### src/rtl/reg_file_gen.sv
// Register file with two combinational read ports (write-through bypass), one
// write port, and a clear engine that zeroes one entry per cycle while busy.
module reg_file_gen #(
    parameter int  WIDTH    = 16,
    parameter int  DEPTH    = 8,
    parameter int  ZERO_REG = 0,
    localparam int AW       = $clog2(DEPTH)
) (
    input  logic             clk,
    input  logic             reset,
    input  logic             wr,
    input  logic [AW-1:0]    wr_addr,
    input  logic [WIDTH-1:0] d_in,
    input  logic [AW-1:0]    rd_addr_a,
    input  logic [AW-1:0]    rd_addr_b,
    input  logic             clr_req,
    output logic [WIDTH-1:0] d_out_a,
    output logic [WIDTH-1:0] d_out_b,
    output logic             wr_ack,
    output logic             busy,
    output logic             dbg_state_o
);

    typedef enum logic {
        ST_IDLE  = 1'b0,
        ST_CLEAR = 1'b1
    } state_t;

    localparam logic [AW-1:0] LAST_PTR = AW'(DEPTH - 1);

    state_t           state_q, state_d;
    logic [AW-1:0]    clr_ptr_q, clr_ptr_d;
    logic             busy_q, busy_d;
    logic [WIDTH-1:0] regs_q [DEPTH];

    logic             zero_hit;
    logic             clr_we;
    logic             user_we;
    logic             byp_a, byp_b;

    // Clear engine state register.
    always_ff @(posedge clk or posedge reset) begin
        if (reset) begin
            state_q   <= ST_IDLE;
            clr_ptr_q <= '0;
            busy_q    <= 1'b0;
        end else begin
            state_q   <= state_d;
            clr_ptr_q <= clr_ptr_d;
            busy_q    <= busy_d;
        end
    end

    // clr_req is only sampled in IDLE, so requests during a clear are ignored.
    always_comb begin
        state_d   = state_q;
        clr_ptr_d = clr_ptr_q;
        busy_d    = busy_q;
        case (state_q)
            ST_IDLE: begin
                if (clr_req) begin
                    state_d   = ST_CLEAR;
                    clr_ptr_d = '0;
                    busy_d    = 1'b1;
                end
            end
            ST_CLEAR: begin
                if (clr_ptr_q == LAST_PTR) begin
                    state_d   = ST_IDLE;
                    clr_ptr_d = '0;
                    busy_d    = 1'b0;
                end else begin
                    clr_ptr_d = clr_ptr_q + 1'b1;
                end
            end
            default: begin
                state_d   = ST_IDLE;
                clr_ptr_d = '0;
                busy_d    = 1'b0;
            end
        endcase
    end

    // Write handshake: wr is a request held by the source for one cycle; wr_ack
    // in that same cycle means the data lands at the next edge, otherwise the
    // request is dropped (no retry is implied).
    always_comb begin
        zero_hit = (ZERO_REG != 0) && (wr_addr == '0);
        wr_ack   = wr && !busy_q && !zero_hit;
        clr_we   = (state_q == ST_CLEAR);
        user_we  = wr_ack && !reset;
        byp_a    = user_we && (rd_addr_a == wr_addr);
        byp_b    = user_we && (rd_addr_b == wr_addr);
    end

    always_ff @(posedge clk or posedge reset) begin
        if (reset) begin
            for (int i = 0; i < DEPTH; i++) begin
                regs_q[i] <= '0;
            end
        end else if (clr_we) begin
            regs_q[clr_ptr_q] <= '0;
        end else if (wr_ack) begin
            regs_q[wr_addr] <= d_in;
        end
    end

    // Clear-engine writes never reach the bypass path; reads see stored data.
    always_comb begin
        d_out_a = byp_a ? d_in : regs_q[rd_addr_a];
        d_out_b = byp_b ? d_in : regs_q[rd_addr_b];
        if ((ZERO_REG != 0) && (rd_addr_a == '0)) d_out_a = '0;
        if ((ZERO_REG != 0) && (rd_addr_b == '0)) d_out_b = '0;
    end

    assign busy        = busy_q;
    assign dbg_state_o = state_q;

endmodule

### config.mk
export PLATFORM = sky130hd
export DESIGN_NAME = reg_file_gen
export DESIGN_NICKNAME = d
export VERILOG_FILES = /design/src/rtl/reg_file_gen.sv
export SDC_FILE = /design/constraint.sdc
export NUM_CORES = 1
export LEC_CHECK = 0
export BUFFER_PORTS_ARGS = -buffer_cell sky130_fd_sc_hd__buf_4
export CELL_PAD_IN_SITES_DETAIL_PLACEMENT = 1
export CELL_PAD_IN_SITES_GLOBAL_PLACEMENT = 1
export CORE_ASPECT_RATIO = 0.9
export CORE_MARGIN = 2
export CORE_UTILIZATION = 30
export CTS_BUF_LIST = sky130_fd_sc_hd__clkbuf_4 sky130_fd_sc_hd__clkbuf_8
export CTS_CLUSTER_DIAMETER = 30
export CTS_CLUSTER_SIZE = 10
export DETAILED_ROUTE_END_ITERATION = 8
export HOLD_SLACK_MARGIN = 0.05
export PLACE_DENSITY = 0.63
export SLEW_MARGIN = 20
export SYNTH_ARGS = -nofsm -noshare
export SYNTH_HDL_FRONTEND = slang
export SYNTH_SLANG_ARGS = --single-unit
### constraint.sdc
create_clock -name clk -period 4.5 [get_ports clk]
set_input_delay 0.675 -clock clk [delete_from_list [all_inputs] [get_ports clk]]
set_output_delay 0.675 -clock clk [all_outputs]
set_load 0.05 [all_outputs]
==> flow_metrics.tcl <==
set metrics [dict create \
    status "completed" \
    start_util 0.304 \
    drtIter0Drc 398 \
    nets 580 \
    clk_pin_slew_ps 90 \
    gp_congestion 0.770 \
    fin_area_sq_mm 0.00879 \
    ys.warnings.count 0 \
    grt_overflow_total 0 \
    clockBufferDepth 2 \
    synth_ff_type "dfrtp_1" \
    dr.pass1.iters 5 \
    required_ps 3830 \
    tns_ps 0 \
    grt_pass1_vias 5836 \
    synth_edf_count 0 \
    finClkSkew_ps 15.5 \
    port_buffers 63 \
    vias 5287 \
    htreeDepth 4 \
    cts_tree "built" \
    via_per_inst 5.85 \
    synth-seq-area-share 0.435 \
    worst_r2r_path_depth 3 \
    ys_async_sr_fraction 1.00 \
    arrival_ps 2620 \
    core_sq_mm 0.0251 \
    antenna_found_initial 0 \
    wl_per_cell_microns 26.9 \
    syn_inst 515 \
    final_hold_viol_count 0 \
    yosysTopAreaCell "dfrtp_1" \
    r2r_slack_ps 2130 \
    hold_ws_ps 413 \
    synth_area_sq_mm 0.00765 \
    fp-row-count 55 \
    synth_top_area_frac 0.435 \
    layout-drive-gt1-share 0.333 \
    period_share 0.733 \
    power_density_mw_per_mm2 435 \
    ctsResizeCount 0 \
    track_usage 0.188 \
    grt_pass1_wl_microns 36900 \
    vdd_ir_drop_max_mv 0.208 \
    grt_max_degree 66 \
    final_common_cell "dfrtp_1" \
    syn2layout_area_growth_pct 14.9 \
    hold_buffers 0 \
    max_slew_margin 0.303 \
    period_minus_slack_ps 3300 \
    ys_types 37 \
    hp-class "primary input to async pin" \
    critPathLaunchType "primary input" \
    place_area_sq_mm 0.00834 \
    r2r-end "regs_q[49]$_DFFE_PP0P_" \
    fill_cells 2609 \
    place_inst 871 \
    die_x_microns 172 \
    fmax_mhz 303 \
    maxSlewViolCount 0 \
    avgSynthCellArea_sq_um 14.8 \
    worstSkewPairLatency_ps 450 \
    dpl.hpwl_microns 14200 \
    ys_ff_latch 133 \
    cts.sinks 133 \
    syn-num-nets 546 \
    critical_path_class "primary input to output pin" \
    setup_violations 0 \
    dieArea_sq_mm 0.0268 \
    worst_slew_pin_slew_ps 1040 \
    synth.area.top_cells "dfrtp_1 44%, mux4_1 20%, a22o_1 15%" \
    place_ws_ps 1190 \
    cellLeakagePower_nw 4.31 \
    setup_slack_ps 1200 \
    r2r_start "dbg_state_o$_DFF_PP0_" \
    fin_cells 904 \
    cts_setup_buffers 0 \
    drc 0 \
    cp_max_fo 33 \
    cap_viol_max_count 0 \
    critPathCaptureType "output pin" \
    numCtsBuffers 17 \
    cts_root_buffer "clkbuf_8" \
    final_cell_mix "133 x dfrtp_1, 128 x a22o_1, 79 x buf_4" \
    n_antenna_cell 0 \
    ant_nets 0 \
    rsz0062_at_grt "no" \
    fp.dieH_microns 155 \
    io_pins 64 \
    finalWirelength_microns 24400 \
]
==> routing by layer <==
layer	part of all wire	track usage	wire length [microns]
met1	0.45	0.258	10900
met2	0.48	0.305	11700
met3	0.061	0.0392	1500
met4	0.012	0.0472	284
met5	0	0	0
==> worst max-delay path: stages <==
cell and delay, ps:
buf_4 510, mux4_1 660, mux2_2 290, mux2_2 260, buf_4 190
==> kinds of logic (layout without fill, tap and decap cells) <==
family | count (synthesis) | in the layout | share of synthesized area
muxes | 129 | 129 | 0.318
and+or+nand+nor | 35 | 35 | 0.0311
AOI/OAI and AO/OA | 140 | 140 | 0.156
adders and majority gates | 2 | 2 | 0.00327
xor gates and xnor gates | 6 | 6 | 0.00687
buffers and inverters | 70 | 117 | 0.0494
DFF | 133 | 133 | 0.435
==> registers in the layout, summed over array words and instances, names as in the netlist <==
register,cells
busy,1
clr_ptr_q,3
dbg_state_o,1
regs_q,128
==> report_power, final <==
group / total [mW] / switching, mW / internal, mW
clock: 1.12 / 0.491 / 0.624
combinational: 1.17 / 0.694 / 0.472
sequential: 1.54 / 0.187 / 1.36
==> cell usage after synthesis, types with 3 or more instances <==
cell        n
a21oi_1     6
buf_6      11
mux4_2      5
mux2_4     10
nor2_1      6
dfrtp_1   133
nand2_1     4
a22o_1    128
buf_2      15
inv_1       5
buf_4       3
mux2_2     54
and4b_1     4
buf_1      16
nor4bb_1    3
xnor2_1     6
clkbuf_1   18
mux4_1     59
==> final cells by class <==
type                       instances  area (sq um)  area share
timing repair buffer              80           604      0.0688
multi-input combinational        312          3970       0.452
tap                              342           428      0.0487
clock inverter                     9           123      0.0140
clock buffer                      23           310      0.0353
inverter                           5          21.3     0.00242
sequential                       133          3330       0.379
==> worst max-delay path by stage <==
stage	from	to	slack [ps]
finish	rd_addr_b[0]	d_out_b[9]	1200
CTS	rd_addr_b[0]	d_out_b[9]	1190
detailed placement	rd_addr_b[0]	d_out_b[9]	1190
global placement	rd_addr_a[0]	d_out_a[11]	1190
global route	rd_addr_b[0]	d_out_b[2]	1140
floorplan	reset	busy$_DFFE_PP0P_	270
==> through the flow <==
step | util | power (mW)
2_1_floorplan | - | 2.30
3_3_place_gp | 0.332 | 2.67
3_5_place_dp | 0.332 | 2.72
4_1_cts | 0.349 | 3.84
5_1_grt | 0.350 | 4.00
6_report | 0.350 | 3.83
Note: power is estimated with default switching activity, not from simulation.
